## src/rtl/relu_pool_wb_pkg.sv

```systemverilog
// relu_pool_wb_pkg -- shared types and helpers for the ReLU / 2x2 max-pool /
// word-pack writeback stage.
//
// Contents:
//   DATA_W, LANES, WORD_W : value width, lanes per packed word, packed width
//   sample_t, lane_t      : signed value type and lane index type
//   lane_msb(k)           : MSB of lane k in a packed word (lane 0 at the top)
//   smax(a, b)            : signed maximum
//   relu(x)               : clamp negatives to zero
//   sat_add(a, b)         : signed add clamped to the sample_t range
package relu_pool_wb_pkg;

  localparam int DATA_W = 16;
  localparam int LANES  = 4;
  localparam int WORD_W = LANES * DATA_W;

  typedef logic signed [DATA_W-1:0] sample_t;
  typedef logic [1:0]               lane_t;

  localparam sample_t SAMPLE_MAX = sample_t'({1'b0, {(DATA_W-1){1'b1}}});
  localparam sample_t SAMPLE_MIN = sample_t'({1'b1, {(DATA_W-1){1'b0}}});

  // Lane k occupies bits [(LANES-k)*DATA_W-1 -: DATA_W]; lane 0 is the MSB lane.
  function automatic int lane_msb(input int k);
    return (LANES - k) * DATA_W - 1;
  endfunction

  function automatic sample_t smax(input sample_t a, input sample_t b);
    return (a > b) ? a : b;
  endfunction

  function automatic sample_t relu(input sample_t x);
    return x[DATA_W-1] ? '0 : x;
  endfunction

  // Add in DATA_W+1 bits; the two top bits disagree exactly on overflow, and
  // the extra bit then tells which rail to clamp to.
  function automatic sample_t sat_add(input sample_t a, input sample_t b);
    logic signed [DATA_W:0] s;
    s = {a[DATA_W-1], a} + {b[DATA_W-1], b};
    if (s[DATA_W] != s[DATA_W-1]) begin
      return s[DATA_W] ? SAMPLE_MIN : SAMPLE_MAX;
    end
    return s[DATA_W-1:0];
  endfunction

endpackage

```

## src/rtl/relu_pool_wb_line_buf.sv

```systemverilog
// pool_line_buf -- holds the horizontal pair maxima of an even row until the
// matching odd row arrives.
//
// Ports:
//   clk      in  clock
//   wr_en    in  write strobe
//   wr_idx   in  write entry (column pair index)
//   wr_data  in  value written
//   rd_idx   in  read entry
//   rd_data  out combinational read of entry rd_idx
//
// Contents are intentionally not reset: every entry is rewritten by the even
// row before the odd row reads it.
module pool_line_buf #(
  parameter  int DATA_W = 16,
  parameter  int DEPTH  = 4,
  localparam int IDX_W  = (DEPTH > 1) ? $clog2(DEPTH) : 1
) (
  input  logic              clk,
  input  logic              wr_en,
  input  logic [IDX_W-1:0]  wr_idx,
  input  logic [DATA_W-1:0] wr_data,
  input  logic [IDX_W-1:0]  rd_idx,
  output logic [DATA_W-1:0] rd_data
);

  logic [DATA_W-1:0] mem_q [DEPTH];
  logic [DATA_W-1:0] mem_d [DEPTH];

  always_comb begin
    mem_d = mem_q;
    if (wr_en) begin
      mem_d[wr_idx] = wr_data;
    end
  end

  always_ff @(posedge clk) begin
    mem_q <= mem_d;
  end

  assign rd_data = mem_q[rd_idx];

endmodule

```

## src/rtl/relu_pool_wb.sv

```systemverilog
// relu_pool_wb -- takes finished neuron sums in raster order, applies ReLU and
// 2x2 stride-2 max pooling, packs four pooled values per word (lane 0 in the
// top DATA_W bits) and writes the words to the next layer's ifm buffer.
//
// Ports:
//   clk, rst    clock; synchronous active-high reset
//   in_valid    in_data carries a neuron sum this cycle (no backpressure)
//   in_data     signed neuron sum
//   bias        signed per-plane bias (used only with RELU_POOL_BIAS_EN)
//   out_we      one-cycle write strobe, registered
//   out_addr    write address; advances by one after each write, wraps
//   out_data    packed pooled word; unused lanes of a short word are zero
//   plane_done  pulses with the write of the last word of a plane
//   busy        high while a plane is partially received
//
// Build option: RELU_POOL_BIAS_EN -- when defined, each sample is replaced by
// the saturated sum in_data + bias before ReLU.
//
// DATA_W must match relu_pool_wb_pkg::DATA_W (the helpers are typed on it).
module relu_pool_wb #(
  parameter int              DATA_W    = relu_pool_wb_pkg::DATA_W,
  parameter int              COLS      = 8,
  parameter int              ROWS      = 8,
  parameter int              ADDR_W    = 16,
  parameter logic [ADDR_W-1:0] BASE_ADDR = '0
) (
  input  logic                clk,
  input  logic                rst,
  input  logic                in_valid,
  input  logic [DATA_W-1:0]   in_data,
  input  logic [DATA_W-1:0]   bias,
  output logic                out_we,
  output logic [ADDR_W-1:0]   out_addr,
  output logic [4*DATA_W-1:0] out_data,
  output logic                plane_done,
  output logic                busy
);

  import relu_pool_wb_pkg::*;

  localparam int PACK_W   = 4 * DATA_W;
  localparam int LB_DEPTH = COLS / 2;
  localparam int LB_IDX_W = (LB_DEPTH > 1) ? $clog2(LB_DEPTH) : 1;
  localparam int COL_W    = $clog2(COLS);
  localparam int ROW_W    = $clog2(ROWS);

  localparam logic [COL_W-1:0] COL_LAST  = COL_W'(COLS - 1);
  localparam logic [ROW_W-1:0] ROW_LAST  = ROW_W'(ROWS - 1);
  localparam lane_t            LANE_LAST = lane_t'(LANES - 1);

  // ---------------------------------------------------------------------------
  // State
  // ---------------------------------------------------------------------------
  logic [COL_W-1:0]  col_q, col_d;
  logic [ROW_W-1:0]  row_q, row_d;
  lane_t             lane_q, lane_d;
  sample_t           pair_q, pair_d;
  logic [PACK_W-1:0] pack_q, pack_d;
  logic              busy_q, busy_d;
  logic              out_we_q, out_we_d;
  logic [ADDR_W-1:0] out_addr_q, out_addr_d;
  logic [PACK_W-1:0] out_data_q, out_data_d;
  logic              plane_done_q, plane_done_d;

  // ---------------------------------------------------------------------------
  // Datapath
  // ---------------------------------------------------------------------------
  sample_t             x_val;
  sample_t             r_val;
  sample_t             hmax;
  sample_t             pooled;
  logic [DATA_W-1:0]   lb_rd;
  logic                lb_we;
  logic [LB_IDX_W-1:0] lb_idx;
  logic                col_end;
  logic                row_end;
  logic [PACK_W-1:0]   word;

`ifdef RELU_POOL_BIAS_EN
  always_comb begin
    x_val = sat_add(sample_t'(in_data), sample_t'(bias));
  end
`else
  logic unused_bias;
  assign unused_bias = ^bias;

  always_comb begin
    x_val = sample_t'(in_data);
  end
`endif

  always_comb begin
    r_val  = relu(x_val);
    hmax   = smax(pair_q, r_val);
    pooled = smax(sample_t'(lb_rd), hmax);
  end

  assign col_end = (col_q == COL_LAST);
  assign row_end = (row_q == ROW_LAST);
  // Column pair index doubles as the line buffer entry for both rows.
  assign lb_idx  = LB_IDX_W'(col_q >> 1);

  pool_line_buf #(
    .DATA_W (DATA_W),
    .DEPTH  (LB_DEPTH)
  ) u_line_buf (
    .clk     (clk),
    .wr_en   (lb_we),
    .wr_idx  (lb_idx),
    .wr_data (hmax),
    .rd_idx  (lb_idx),
    .rd_data (lb_rd)
  );

  // ---------------------------------------------------------------------------
  // Next-state
  // ---------------------------------------------------------------------------
  always_comb begin
    col_d        = col_q;
    row_d        = row_q;
    lane_d       = lane_q;
    pair_d       = pair_q;
    pack_d       = pack_q;
    busy_d       = busy_q;
    out_we_d     = 1'b0;
    // Writes are never on consecutive cycles, so advancing the address in the
    // cycle after a strobe keeps out_addr pointing at the next free entry.
    out_addr_d   = out_we_q ? (out_addr_q + ADDR_W'(1)) : out_addr_q;
    out_data_d   = out_data_q;
    plane_done_d = 1'b0;
    lb_we        = 1'b0;
    word         = pack_q;

    if (in_valid) begin
      col_d  = col_end ? '0 : (col_q + COL_W'(1));
      if (col_end) begin
        row_d = row_end ? '0 : (row_q + ROW_W'(1));
      end
      busy_d = !(col_end && row_end);

      if (!col_q[0]) begin
        pair_d = r_val;
      end else if (!row_q[0]) begin
        lb_we = 1'b1;
      end else begin
        for (int k = 0; k < LANES; k++) begin
          if (lane_q == lane_t'(k)) begin
            word[lane_msb(k) -: DATA_W] = pooled;
          end
        end
        // Flush on a full word or at the end of the pooled row; the lane
        // counter restarts for every pooled row.
        if ((lane_q == LANE_LAST) || col_end) begin
          out_we_d     = 1'b1;
          out_data_d   = word;
          plane_done_d = col_end && row_end;
          pack_d       = '0;
          lane_d       = '0;
        end else begin
          pack_d = word;
          lane_d = lane_q + lane_t'(1);
        end
      end
    end
  end

  always_ff @(posedge clk) begin
    if (rst) begin
      col_q        <= '0;
      row_q        <= '0;
      lane_q       <= '0;
      pair_q       <= '0;
      pack_q       <= '0;
      busy_q       <= 1'b0;
      out_we_q     <= 1'b0;
      out_addr_q   <= BASE_ADDR;
      out_data_q   <= '0;
      plane_done_q <= 1'b0;
    end else begin
      col_q        <= col_d;
      row_q        <= row_d;
      lane_q       <= lane_d;
      pair_q       <= pair_d;
      pack_q       <= pack_d;
      busy_q       <= busy_d;
      out_we_q     <= out_we_d;
      out_addr_q   <= out_addr_d;
      out_data_q   <= out_data_d;
      plane_done_q <= plane_done_d;
    end
  end

  assign out_we     = out_we_q;
  assign out_addr   = out_addr_q;
  assign out_data   = out_data_q;
  assign plane_done = plane_done_q;
  assign busy       = busy_q;

endmodule

```

## config.mk

```make
export PLATFORM = sky130hd
export DESIGN_NAME = relu_pool_wb
export DESIGN_NICKNAME = d
export VERILOG_FILES = /design/src/rtl/relu_pool_wb_pkg.sv /design/src/rtl/relu_pool_wb_line_buf.sv /design/src/rtl/relu_pool_wb.sv
export SDC_FILE = /design/constraint.sdc
export NUM_CORES = 1
export LEC_CHECK = 0
export ABC_AREA = 1
export CAP_MARGIN = 20
export CORE_UTILIZATION = 28
export CTS_CLUSTER_SIZE = 30
export DETAILED_ROUTE_END_ITERATION = 10
export GPL_TIMING_DRIVEN = 1
export PLACE_DENSITY = 0.41
export SLEW_MARGIN = 20
export SYNTH_ARGS = -nofsm -noshare
export SYNTH_HDL_FRONTEND = slang
export SYNTH_SLANG_ARGS = --single-unit
```

## constraint.sdc

```tcl
create_clock -name clk -period 6.9 [get_ports clk]
set_input_delay 0.69 -clock clk [delete_from_list [all_inputs] [get_ports clk]]
set_output_delay 0.69 -clock clk [all_outputs]
set_load 0.01 [all_outputs]
```

* Word-level counts from Yosys, hierarchy flattened
Cells that the tools add are included.
** Word-level totals
- Bits in registers :: 235
- Bits in latches :: 0
- Bits in writable memories :: 0
- Memory bits (read-only) :: 0
- Input bits :: 35
- Output and inout bits :: 83
- Logic and storage cells :: 64
- Memories :: 0
** Operators by class
- Add/sub/neg operators :: 4
- $mul :: 0
- Divide/modulo/power cells :: 0
- Magnitude comparators :: 4
- Equal/unequal tests :: 5
- Shift operators :: 0
- Muxes and demuxes :: 21
- Bitwise gates (word level) :: 5
- Reduce and logical (&&, ||, !) cells :: 11
** Operators by type and width (count)
- two-way mux 16 bit :: 9
- bitwise mux 64 bit :: 1
- two-way mux 64 bit :: 1
- binary-select mux 16 bit (select 2 bit) :: 1
- demux 16 bit (select 2 bit) :: 1
- greater-than comparator 16 bit :: 2
- adder 16 x 1 -> 16 bit, second input constant :: 1
- two-way mux 15 bit :: 1
- adder 3 x 1 -> 3 bit, second input constant :: 2
- equality test 3 bit, second input constant :: 2
- two-way mux 3 bit :: 2
- OR reduction 5 bit :: 1
- equality test 2 bit, second input constant :: 2
- two-way mux 1 bit :: 4
- inverter 1 bit :: 4
- AND reduction 2 bit :: 2
- AND reduction 4 bit :: 1
- OR reduction 4 bit :: 1
- >= comparator 3 bit, second input constant :: 1
- < comparator 3 x 1 -> 1 bit, second input constant :: 1
- inverter 2 -> 3 bit :: 1
- AND reduction 3 bit :: 1
- adder 2 x 1 -> 2 bit, second input constant :: 1
- equality test 2 x 1 -> 1 bit, second input constant :: 1
- other kinds (5) :: 6

* Depth between registers and ports, before layout
Gate-level depths: netlist of run 1.
- Depth in word-level cells :: 8
- Gate-level depth with buffers :: 33
- Gate-level depth less buffers :: 29

* Modules after synthesis
A second synthesis of run 1 with hierarchy kept.
** Unflattened totals
- Cell total of the unflattened synthesis :: 1520
- Area, all modules :: 11920.2 sq um
** By module, submodules not included
- relu_pool_wb :: times used 1, cells an instance 1261, area an instance 9161.3 sq um, seq. area each 3403.3 sq um
- pool_line_buf :: times used 1, cells an instance 259, area an instance 2758.9 sq um, seq. area each 1921.8 sq um

* Worst setup path before layout of run 1
No wires, ideal clock.
- Path kind :: input-to-reg
- From :: input in_data[15]
- To :: register out_data_q[16], in the netlist out_data[16]
- Library setup time :: 0.109 ns
- Data arrival time :: 4.182 ns
- Data required time :: 6.791 ns
- Setup slack :: 2.609 ns
- Stages on the path :: 30
- Path buffers :: 4
- Cell sequence :: clkinv_1 > clkbuf_1 > nand2_1 > ha_1 > nand2_1 > nor2_1 > inv_1 > nor2_1 > nand2_1 > nand2_1 > nand2_1 > buf_2 > buf_2 > o21ai_0 > inv_1 > ha_1 > nand2_1 > inv_1 > nand4_1 > nand3_1 > nand2_2 > nand2_4 > nand2_4 > buf_12 > nand2_4 > nand3_2 > nand2_1 > nand2_1 > nand2_1 > inv_1
** On the way
- Cells in the longest elaborated chain, start to end :: 6
** RTL lines
- from (decl) :: line relu_pool_wb.sv:30 : input logic [DATA_W-1:0] in_data,
- two-way mux 15 bit * :: line relu_pool_wb_pkg.sv:33 : return x[DATA_W-1] ? '0 : x;
- greater-than comparator 16 bit :: line relu_pool_wb_pkg.sv:29 : return (a > b) ? a : b;
- two-way mux 16 bit * :: line relu_pool_wb_pkg.sv:29
- named net hmax[5] :: line relu_pool_wb.sv:70 : sample_t hmax;
- greater-than comparator 16 bit * :: line relu_pool_wb_pkg.sv:29
- two-way mux 16 bit * :: line relu_pool_wb_pkg.sv:29
- two-way mux 16 bit * :: line relu_pool_wb.sv:147 : if (lane_q == lane_t'(k)) begin
- to (signal assigned) :: line relu_pool_wb.sv:188 : out_data_q <= out_data_d;
- to (decl) :: line relu_pool_wb.sv:62 : logic [PACK_W-1:0] out_data_q, out_data_d;
Mark *: on every way through the listed nets, which the timed path passes. The rest lies on a longest branch.
A chain may end at the register's enable or synchronous reset.

* Worst setup path after layout of run 1
- From :: input in_data[15]
- To :: register pack_q[39]
** On the way
- Cells in the longest elaborated chain, start to end :: 7
** RTL lines
- two-way mux 15 bit * :: line relu_pool_wb_pkg.sv:33
- named net r_val[0] :: line relu_pool_wb.sv:69 : sample_t r_val;
- greater-than comparator 16 bit :: line relu_pool_wb_pkg.sv:29
- two-way mux 16 bit * :: line relu_pool_wb_pkg.sv:29
- greater-than comparator 16 bit :: line relu_pool_wb_pkg.sv:29
- two-way mux 16 bit * :: line relu_pool_wb_pkg.sv:29
- two-way mux 16 bit * :: line relu_pool_wb.sv:147
- two-way mux 64 bit * :: line relu_pool_wb.sv:153 : if ((lane_q == LANE_LAST) || col_end) begin
- to (signal assigned) :: line relu_pool_wb.sv:184 : pack_q <= pack_d;
- to (decl) :: line relu_pool_wb.sv:58 : logic [PACK_W-1:0] pack_q, pack_d;
Marked as above.

==> results of run 1 <==
-- synthesized netlist by cell type --
master	instances	area share [%]
nand2_1	305	11
dfxtp_1	170	32
inv_1	137	4.8
nor2_1	130	4.5
nand3_1	113	5.3
a21oi_1	103	4.8
o21ai_0	61	2.8
edfxtp_1	60	17
or2_2	46	2.7
clkbuf_1	44	1.5
ha_1	38	4.4
nor3_1	27	1.3
o21a_1	17	1.2
a221oi_1	14	1.1
buf_1	12	0.42
nand2_4	12	1.3
nand3_2	10	0.93
a22o_1	8	0.65
buf_2	7	0.33
nand4_1	7	0.41
nand2_2	5	0.29
o31ai_1	4	0.28
inv_2	3	0.10
a22oi_1	2	0.14
clkinv_1	2	0.070
nor2_2	2	0.12
xor2_1	2	0.16
a31oi_1	1	0.058
and3_1	1	0.058
buf_12	1	0.19
buf_6	1	0.10
inv_4	1	0.058
nand3b_4	1	0.19
nor2_4	1	0.10
nor3b_1	1	0.070
nor4_1	1	0.058
o21ai_4	1	0.15
or2_4	1	0.082
-- metal layers --
layer,up-vias,routed length (um)
met5,-,0
met4,0,562
met3,39,1780
met2,183,14400
met1,4207,15700
li1,4586,-
-- power groups by stage --
stage,Clock (mW),Sequential [mW],Combinational (mW)
final,1.44,1.43,0.596
after global routing,1.54,1.43,0.653
after CTS,1.49,1.43,0.597
after detailed placement,0,1.46,0.594
after global placement,0,1.46,0.594
after floorplan,0,1.46,0.382
-- through the flow --
step	hold slack, ns	power (mW)	utilization, %	cells
finish	0.438	3.47	34.8	1962
floorplan	0.419	1.84	-	1352
detailed placement	0.431	2.05	32.4	1911
global placement	0.427	2.05	32.4	1911
global route	0.453	3.63	34.8	1962
CTS	0.439	3.51	34.8	1962
-- layout make-up --
cell class	count	area (sq um)
flip-flops and latches	230	5200
inverters	143	539
multi-input cells	914	4730
clock buffers	48	857
fillers	3996	24600
clock inverters	3	40.0
repair buffers	113	1100
well taps	511	639
-- sequential cells by signal (all words and copies together), names as in the netlist --
signal	count
plane_done	1
out_data	64
busy	1
row_q	3
out_addr	16
out_we	1
u_line_buf.mem_q	60
lane_q	2
col_q	3
pack_q	64
pair_q	15
-- worst max path at each step --
stage           startpoint                        end  slack (ns)  cells after the start
3_3_place_gp   in_data[15]    pack_q[39]$_SDFFE_PP0P_        0.85                     21
4_1_cts        in_data[15]    pack_q[39]$_SDFFE_PP0P_        1.40                     21
3_5_place_dp   in_data[15]    pack_q[39]$_SDFFE_PP0P_        0.85                     21
5_1_grt        in_data[15]  out_data[55]$_SDFFE_PP0P_        0.82                     23
6_report       in_data[15]    pack_q[39]$_SDFFE_PP0P_        1.42                     19
2_1_floorplan  in_data[15]  out_data[16]$_SDFFE_PP0P_        2.61                     30
-- worst max-delay path, delay by kind of cell --
family                     cells  cell delay, ns
and+or+nand+nor               12            3.18
AOI/OAI and AO/OA              2            0.52
buffers and inverters          3            0.87
adders and majority gates      2            0.69
-- kinds of logic after synthesis --
family                     Yosys count
buffers and inverters              208
xor gates and xnor gates             2
DFF                                230
and+or+nand+nor                    663
AOI/OAI and AO/OA                  211
adders and majority gates           38
==> results by group, run 1 <==
Setup path
  – Required time worst endpoint: 7.36 ns
  – Worst setup SP type: primary input
  – R2r startpoint: pair_q[6]$_SDFFE_PP0P_
  – Reg2Reg Capture Point: pack_q[39]$_SDFFE_PP0P_
  – Slowest stage delay, CP: just under 0.7 ns
  – CP endpoint kind: flip-flop
  – Reg2reg setup slack: roughly 2.3 ns
  – Crit-path cells: clkdlybuf4s50_1, clkinv_1, nand2_1, inv_1, ha_1, nand4_1, nor2_1, nand4_1, nand2_1, o21ai_0, ha_1, nand4_1, nor3b_1, nand3b_4, nand2_4, nand2_1, nand3_1, nand3_1, a21oi_1
  – CP arrival: 5.94 ns
  – Critical path peak fanout: 30
  – Slowest-stage cell, CP: nand2_1
  – Worst R2R Path Depth: 18
  – Crit path kind: primary input to flip-flop

STA
  – Slew Limit Fails: 0
  – Worst Clk Skew: between 0.015 and 0.02 ns
  – Relative slew margins: a little under a third
  – Tcrit/Tclk final: ~79%
  – Final worst setup slack: approximately 1.4 ns
  – Fmax: between 150 and 200 MHz
  – RSZ-0062 raised after global routing: no
  – Slew @ Worst Pin: 1.03 ns
  – Setup TNS: 0 ns
  – Min Tclk post-route: between 5 and 6 ns
  – Final setup fails: 0
  – Final hold violation count: 0

Yosys
  – Synth Cell Area: roughly 11000 sq um
  – Synth Area in XOR/XNOR: less than 1%
  – Post-synthesis adder-cell area fraction: 4.43%
  – Post-synthesis mux area share: 0%
  – FF+latch count, synth: 230
  – Mean post-synth cell area: 7.93 sq um
  – Syn nets: 1425
  – YS warnings: 0
  – Distinct cell type count after synthesis: 38
  – Compound-cell area share of the yosys netlist: a little under an eighth
  – Seq/Total Area, Yosys: about half
  – Synth Area in Simple Gates: around 28%
  – Gate Count Post-Synth: 1352
  – Main combinational cell family by area after synthesis: simple AND/OR/NAND/NOR gates

Power and ir drop
  – PwrDens: 265 nW/um^2
  – Worst vdd ir: ~0.19 mV
  – Net Sw Power: roughly 1.0 mW
  – Leakage power: around 5.3 nW
  – Sw Ratio: around 30%
  – Sequential power share: 41.3%
  – Combinational power share: 17.2%
  – Power share of the clock group: a little over two fifths
  – Pint: roughly 2.4 mW

Global routing
  – Initial antenna violation count: 0
  – First-pass GRT wire length: ~50 mm
  – Largest net degree at the start of global routing: 67
  – Total GRT Usage: ~17%
  – M3 GR Usage: under 10%
  – Met1 global-route usage: about 23%
  – Vias in the first global route: a little under 9000
  – Gr busiest metal: met2
  – GR Util met2: between 20% and 30%
  – Grt ovf: 0

Place
  – Placer Congestion: between 0.7 and 0.8
  – Port Buffer Count: 101
  – HPWL after DPL: ~21 mm
  – Cell area after placement: roughly 12000 sq um
  – DP Worst Slack: roughly 0.85 ns

Worst hold path
  – WHS Endpoint: pack_q[3]$_SDFFE_PP0P_
  – Hold path startpoint: pack_q[3]$_SDFFE_PP0P_
  – HP Class: flip-flop to flip-flop
  – Hold depth: 2

Floorplan
  – I/O pin total: 118
  – Initial Utilization: approximately 28%
  – Rows: between 70 and 80
  – DIE WIDTH: around 200 um
  – DIE HEIGHT: between 150 and 200 um
  – CORE AREA: ~38000 sq um
  – Die area: slightly below 40000 sq um

Finish
  – Layout area overhead: 22.3%
  – Most frequent cells in the layout: nand2_1, dfxtp_1, inv_1
  – Commonest non-fill, non-tap cell in the layout: nand2_1
  – ANT cells: 0
  – Final net count: about 1500
  – Final Cell Area: ~13000 sq um
  – Layout cells sized above 1: about 9.6%

Drt
  – DR WL/cell: around 17 um
  – First drt pass iteration count: 5
  – Vias/cell: approximately 4.6
  – Detailed Route WL: 32.4 mm
  – DRC: 0
  – Vias: ~9000
  – Post-route ant nets: 0
  – Iteration-0 DRC Markers: between 500 and 600

Clock network
  – CTS tree: yes
  – Clock tree root driver cell: clkbuf_16
  – Insertion delay to the later sink of the worst-skew pair: about 0.54 ns
  – TritonCTS sink count: 230
  – Clock slew at reported path FFs: 0.06 ns
  – Resize count post-CTS: 0
  – H-tree depth: 1
  – Post-CTS setup buffers: 0
  – Total CTS buffers: 28
  – CTS max path bufs: 3
  – Hold-fix buffers, CTS: 0

Job
  – Max cap viols: 0

Run status
  – Outcome: finished clean
No activity file was read; power rests on OpenSTA's default activity.
==> run 2, diff against run 1 <==
--- a/config.mk
+++ b/config.mk
@@ -11,7 +11,7 @@
 export CTS_CLUSTER_SIZE = 30
 export DETAILED_ROUTE_END_ITERATION = 10
 export GPL_TIMING_DRIVEN = 1
-export PLACE_DENSITY = 0.41
+export PLACE_DENSITY = 0.43
 export SLEW_MARGIN = 20
 export SYNTH_ARGS = -nofsm -noshare
 export SYNTH_HDL_FRONTEND = slang
==> constraint.sdc (replaced) <==
create_clock -name clk -period 4.7 [get_ports clk]
set_input_delay 0.47 -clock clk [delete_from_list [all_inputs] [get_ports clk]]
set_output_delay 0.47 -clock clk [all_outputs]
set_load 0.01 [all_outputs]
==> run 2 against run 1 <==
Critical path depth grew 8; non-clock buffer count grew 59; clock skew grew 0.00088 ns; sequential share of layout area shrank 1.4 points; largest cell class unchanged; flip-flop and latch count is the same; highest routed layer unchanged; total power grew 51%; combinational power grew 78%; global-route usage is essentially flat; via count grew 0.61%; clock power grew 44%; cell count grew 3.1%; sequential power grew 47%.
==> results by group, run 2 (same netlist as run 1, synthesis figures left out) <==
Finish
  – FILL cells: 3962 (-0.85%)
  – Layout area overhead: 26.7%
  – Most frequent cells in the layout: nand2_1, dfxtp_1, inv_1
  – Final net count: 1562 (+3.9%)
  – Core Util, Final: 36.1% (+1.3 points)
  – ANT cells: 0 (unchanged)
  – Commonest non-fill, non-tap cell in the layout: nand2_1
  – Final Cell Area: 13600 sq um (+3.7%)
  – Layout cells sized above 1: 13.7% (+4.1 points)
  – Fin cells: 2022 (+3.1%)

Drt
  – Post-route ant nets: 0 (unchanged)
  – Vias: 9070 (+0.61%)
  – Iteration-0 DRC Markers: 514 (-9.7%)
  – DRC: 0 (unchanged)
  – Vias/cell: 4.49 (-2.4%)
  – DR WL/cell: 15.7 um (-4.7%)
  – First drt pass iteration count: 5 (unchanged)
  – Detailed Route WL: 31.8 mm (-1.8%)

Setup path
  – CP endpoint kind: flip-flop
  – Worst setup SP type: primary input
  – CP arrival: 4.52 ns (-1.42 ns)
  – Required time worst endpoint: 5.14 ns (-2.22 ns)
  – Reg2reg setup slack: 1.01 ns (-1.25 ns)
  – Reg2Reg Capture Point: out_data[24]$_SDFFE_PP0P_
  – Worst R2R Path Depth: 26 (+8)
  – R2r startpoint: pair_q[14]$_SDFFE_PP0P_
  – Critical path peak fanout: 17 (-43%)
  – Crit path kind: primary input to flip-flop

Clock network
  – Clock tree root driver cell: clkbuf_16
  – Clock slew at reported path FFs: 0.06 ns (about the same)
  – CTS max path bufs: 3 (unchanged)
  – Resize count post-CTS: 0 (unchanged)
  – TritonCTS sink count: 230 (unchanged)
  – Hold-fix buffers, CTS: 0 (unchanged)
  – CTS tree: yes
  – Total CTS buffers: 28 (unchanged)
  – Post-CTS setup buffers: 0 (unchanged)
  – H-tree depth: 1 (unchanged)
  – Insertion delay to the later sink of the worst-skew pair: 0.54 ns (about the same)

Floorplan
  – Initial Utilization: 28.5% (unchanged)
  – DIE WIDTH: 198 um (unchanged)
  – DIE HEIGHT: 198 um (unchanged)
  – Rows: 71 (unchanged)
  – CORE AREA: 37700 sq um (unchanged)
  – Die area: 39100 sq um (unchanged)
  – I/O pin total: 118 (unchanged)

Global routing
  – Largest net degree at the start of global routing: 75 (+12%)
  – Initial antenna violation count: 0 (unchanged)
  – First-pass GRT wire length: 50.3 mm (+0.71%)
  – Grt ovf: 0 (unchanged)
  – Vias in the first global route: 8849 (+1.3%)
  – Total GRT Usage: 16.5% (-0.050 points)

Power and ir drop
  – Worst vdd ir: 0.242 mV (+30%)
  – PwrDens: 386 nW/um^2 (+46%)
  – Total power: 5.25 mW (+51%)
  – Leakage power: 5.64 nW (+5.8%)

STA
  – Relative slew margins: 31.6% (+0.59 points)
  – Hold slack: 0.436 ns (-0.00182 ns)
  – Tcrit/Tclk final: slightly below 90%
  – RSZ-0062 raised after global routing: no
  – Final worst setup slack: 0.624 ns (-0.796 ns)
  – Final hold violation count: 0 (unchanged)
  – Final setup fails: 0 (unchanged)
  – Fmax: 245 MHz
  – Slew @ Worst Pin: 1.03 ns (-0.00641 ns)
  – Worst Clk Skew: 0.0159 ns (+0.000882 ns)
  – Slew Limit Fails: 0 (unchanged)
  – Min Tclk post-route: 4.08 ns
  – Setup TNS: 0 ns (unchanged)

Worst hold path
  – WHS Endpoint: pack_q[0]$_SDFFE_PP0P_
  – Hold depth: 2 (unchanged)
  – HP Class: flip-flop to flip-flop
  – Hold path startpoint: pack_q[0]$_SDFFE_PP0P_

Place
  – Placer Congestion: 0.768 (about the same)
  – Port Buffer Count: 101 (unchanged)
  – HPWL after DPL: 21.3 mm (+1.1%)
  – Cell area after placement: 12700 sq um (+4.0%)
  – DP Worst Slack: 0.0266 ns (-0.821 ns)
  – Placed insts: 1970 (+3.1%)

Job
  – Max cap viols: 0 (unchanged)

Run status
  – Outcome: finished clean
[run 2: layer usage]
metal | part of all wire, % | vias up | routed length [um] | GRT usage [%]
met4 | 1.9 | 0 | 591 | 4.02
met5 | 0 | - | 0 | 0
met1 | 50 | 4184 | 16100 | 23.6
met3 | 3.3 | 39 | 1060 | 1.99
li1 | - | 4715 | - | -
met2 | 44 | 132 | 14100 | 26.3
[run 2: how the worst max path moves through the flow]
stage / startpoint / end / depth (start not counted)
CTS: in_data[15] / out_data[23]$_SDFFE_PP0P_ / 28
floorplan: in_data[15] / out_data[16]$_SDFFE_PP0P_ / 30
global placement: in_data[15] / out_data[23]$_SDFFE_PP0P_ / 28
finish: in_data[15] / out_data[24]$_SDFFE_PP0P_ / 27
detailed placement: in_data[15] / out_data[23]$_SDFFE_PP0P_ / 28
global route: in_data[15] / out_data[54]$_SDFFE_PP0P_ / 27
[run 2: area by class of cell]
| class | instances | area, sq um | share of cell area [%] |
|---|---|---|---|
| flip-flops and latches | 230 | 5200 | 38.3 |
| multi-input cells | 914 | 4730 | 34.8 |
| repair buffers | 172 | 1590 | 11.7 |
| clock buffers | 34 | 766 | 5.63 |
| well taps | 511 | 639 | 4.70 |
| inverters | 143 | 539 | 3.97 |
| clock inverters | 18 | 121 | 0.893 |
[run 2: worst max-delay path: stages]
cell,delay (ns)
clkdlybuf4s50_1,0.46
clkinv_1,0.09
buf_12,0.16
nand2_1,0.08
inv_1,0.06
ha_1,0.27
nand4_1,0.11
nor2_1,0.15
nand4_1,0.14
nand2_1,0.14
buf_4,0.20
o21ai_0,0.12
buf_4,0.17
ha_1,0.28
nand2_1,0.04
o21ai_0,0.20
nand4_1,0.12
nand3_1,0.10
nand2_2,0.07
nand2_4,0.12
nand2_4,0.11
nand2_1,0.33
nand3_1,0.20
nand2_1,0.12
nand2_1,0.06
nand2_1,0.08
inv_1,0.04
[run 2: where the power goes]
part	internal, mW	switching, mW	leakage, nW
clock	1.21	0.871	0.449
sequential	2.09	0.0139	1.92
combinational	0.389	0.669	3.27
==> run 3, diff against run 2 <==
--- a/config.mk
+++ b/config.mk
@@ -12,7 +12,7 @@
 export DETAILED_ROUTE_END_ITERATION = 10
 export GPL_TIMING_DRIVEN = 1
 export PLACE_DENSITY = 0.43
-export SLEW_MARGIN = 20
+export SLEW_MARGIN = 40
 export SYNTH_ARGS = -nofsm -noshare
 export SYNTH_HDL_FRONTEND = slang
 export SYNTH_SLANG_ARGS = --single-unit
==> run 3 against run 2 <==
Maximum frequency is 0.20% lower; worst hold slack worse by 0.016 ns; sequential share of layout area hardly changed; via count is 1.1% higher; register-to-register slack worse by 0.05 ns; critical path type unchanged; flip-flop and latch count stayed put; count of clock-buffer cells in the layout is 4 higher; largest cell class unchanged; sequential power hardly changed; largest power group unchanged.
==> results by group, run 3 (same netlist as run 1, synthesis figures left out) <==
Finish
  – Layout cells sized above 1: 13.0% (-0.67 points)
  – Most frequent cells in the layout: nand2_1, dfxtp_1, inv_1
  – Fin cells: 2023 (+0.049%)
  – Final net count: 1563 (+0.064%)
  – Layout area overhead: 26.9%
  – ANT cells: 0 (unchanged)
  – Core Util, Final: 36.1% (+0.047 points)
  – Commonest non-fill, non-tap cell in the layout: nand2_1
  – Final Cell Area: 13600 sq um (+0.13%)

Global routing
  – First-pass GRT wire length: 50.9 mm (+1.2%)
  – Largest net degree at the start of global routing: 75 (unchanged)
  – Grt ovf: 0 (unchanged)
  – Total GRT Usage: 16.7% (+0.16 points)
  – Initial antenna violation count: 0 (unchanged)
  – Vias in the first global route: 8978 (+1.5%)

Clock network
  – Hold-fix buffers, CTS: 0 (unchanged)
  – Total CTS buffers: 28 (unchanged)
  – H-tree depth: 1 (unchanged)
  – Clock slew at reported path FFs: 0.06 ns (about the same)
  – TritonCTS sink count: 230 (unchanged)
  – CTS tree: yes
  – Clock tree root driver cell: clkbuf_16
  – Post-CTS setup buffers: 0 (unchanged)
  – Resize count post-CTS: 0 (unchanged)
  – Insertion delay to the later sink of the worst-skew pair: 0.54 ns (about the same)
  – CTS max path bufs: 3 (unchanged)

Setup path
  – Crit path from: in_data[15]
  – Slowest-stage cell, CP: clkdlybuf4s50_1
  – Setup crit end: out_data[5]$_SDFFE_PP0P_
  – Crit path kind: primary input to flip-flop
  – Required time worst endpoint: 5.12 ns (-0.02 ns)
  – Reg2Reg Capture Point: out_data[5]$_SDFFE_PP0P_
  – Critical path peak fanout: 17 (unchanged)
  – Cell mode on critical path: nand2_1
  – CP arrival: 4.51 ns (about the same)
  – Worst R2R Path Depth: 22 (-15%)
  – Reg2reg setup slack: 0.96 ns (-0.05 ns)
  – CP endpoint kind: flip-flop
  – Slowest stage delay, CP: 0.41 ns (-0.05 ns)
  – Worst setup SP type: primary input
  – R2r startpoint: pair_q[14]$_SDFFE_PP0P_

Run status
  – Outcome: finished clean

Drt
  – Detailed Route WL: 32.0 mm (+0.44%)
  – Vias: 9171 (+1.1%)
  – DRC: 0 (unchanged)
  – Post-route ant nets: 0 (unchanged)
  – Vias/cell: 4.53 (+1.1%)
  – Iteration-0 DRC Markers: 519 (+0.97%)
  – First drt pass iteration count: 6 (+1)
  – DR WL/cell: 15.8 um (+0.39%)

Place
  – HPWL after DPL: 21.4 mm (+0.45%)
  – DP Worst Slack: 0.0293 ns (+0.00262 ns)
  – Port Buffer Count: 101 (unchanged)
  – Cell area after placement: 12700 sq um (+0.25%)
  – Placed insts: 1971 (+0.051%)
  – Placer Congestion: 0.768 (unchanged)

Floorplan
  – Rows: 71 (unchanged)
  – DIE WIDTH: 198 um (unchanged)
  – Initial Utilization: 28.5% (unchanged)
  – DIE HEIGHT: 198 um (unchanged)
  – CORE AREA: 37700 sq um (unchanged)
  – I/O pin total: 118 (unchanged)
  – Die area: 39100 sq um (unchanged)

STA
  – Worst Clk Skew: 0.00756 ns (-0.00832 ns)
  – Final hold violation count: 0 (unchanged)
  – Hold slack: 0.420 ns (-0.0161 ns)
  – Slew Limit Fails: 0 (unchanged)
  – Fmax: 245 MHz (-0.20%)
  – Tcrit/Tclk final: 86.9% (+0.18 points)
  – Final worst setup slack: 0.616 ns (-0.00829 ns)
  – Slew @ Worst Pin: 0.623 ns (-0.404 ns)
  – Final setup fails: 0 (unchanged)
  – Setup TNS: 0 ns (unchanged)
  – RSZ-0062 raised after global routing: no
  – Relative slew margins: 58.5% (+27 points)
  – Min Tclk post-route: 4.08 ns (+0.00829 ns)

Worst hold path
  – HP Class: primary input to flip-flop

Power and ir drop
  – Total power: 5.24 mW (about the same)
  – PwrDens: 385 nW/um^2 (-0.18%)
  – Worst vdd ir: 0.264 mV (+9.3%)
  – Leakage power: 5.62 nW (-0.30%)

Job
  – Max cap viols: 0 (unchanged)
## run 3: worst min-delay path by stage
| stage | from | end | slack (ns) | depth (start not counted) |
|---|---|---|---|---|
| finish | rst | pack_q[43]$_SDFFE_PP0P_ | 0.42 | 2 |
| global placement | pack_q[10]$_SDFFE_PP0P_ | pack_q[10]$_SDFFE_PP0P_ | 0.43 | 2 |
| CTS | pack_q[10]$_SDFFE_PP0P_ | pack_q[10]$_SDFFE_PP0P_ | 0.44 | 2 |
| detailed placement | pack_q[10]$_SDFFE_PP0P_ | pack_q[10]$_SDFFE_PP0P_ | 0.43 | 2 |
| floorplan | pack_q[0]$_SDFFE_PP0P_ | pack_q[0]$_SDFFE_PP0P_ | 0.42 | 2 |
| global route | rst | pack_q[56]$_SDFFE_PP0P_ | 0.43 | 2 |
## run 3: area by class of cell
type,instances,area (sq um)
inverter,143,544
multi-input combinational,914,4750
tap,511,639
clock buffer,38,759
fill,3965,24100
clock inverter,14,110
sequential,230,5200
timing repair buffer,173,1610
## run 3: worst max-delay path, delay by kind of cell
family,cells,cell delay [ns]
buffers and inverters,10,1.59
AOI/OAI and AO/OA,3,0.66
adders and majority gates,2,0.60
and+or+nand+nor,11,1.17
## run 3: routing by layer
layer | global-route usage, % | wire length [um] | share of wire, % | vias to the layer above
met5 | 0 | 0 | 0 | -
met4 | 3.76 | 535 | 1.7 | 0
met3 | 2.08 | 1270 | 4.0 | 38
met2 | 26.6 | 14300 | 45 | 150
met1 | 23.9 | 15900 | 50 | 4276
li1 | - | - | - | 4707
## run 3: where the power goes
| group | internal (mW) | switching (mW) | total, mW |
|---|---|---|---|
| combinational | 0.391 | 0.669 | 1.06 |
| clock | 1.23 | 0.850 | 2.08 |
| sequential | 2.09 | 0.0137 | 2.10 |
| total | 3.71 | 1.53 | 5.24 |
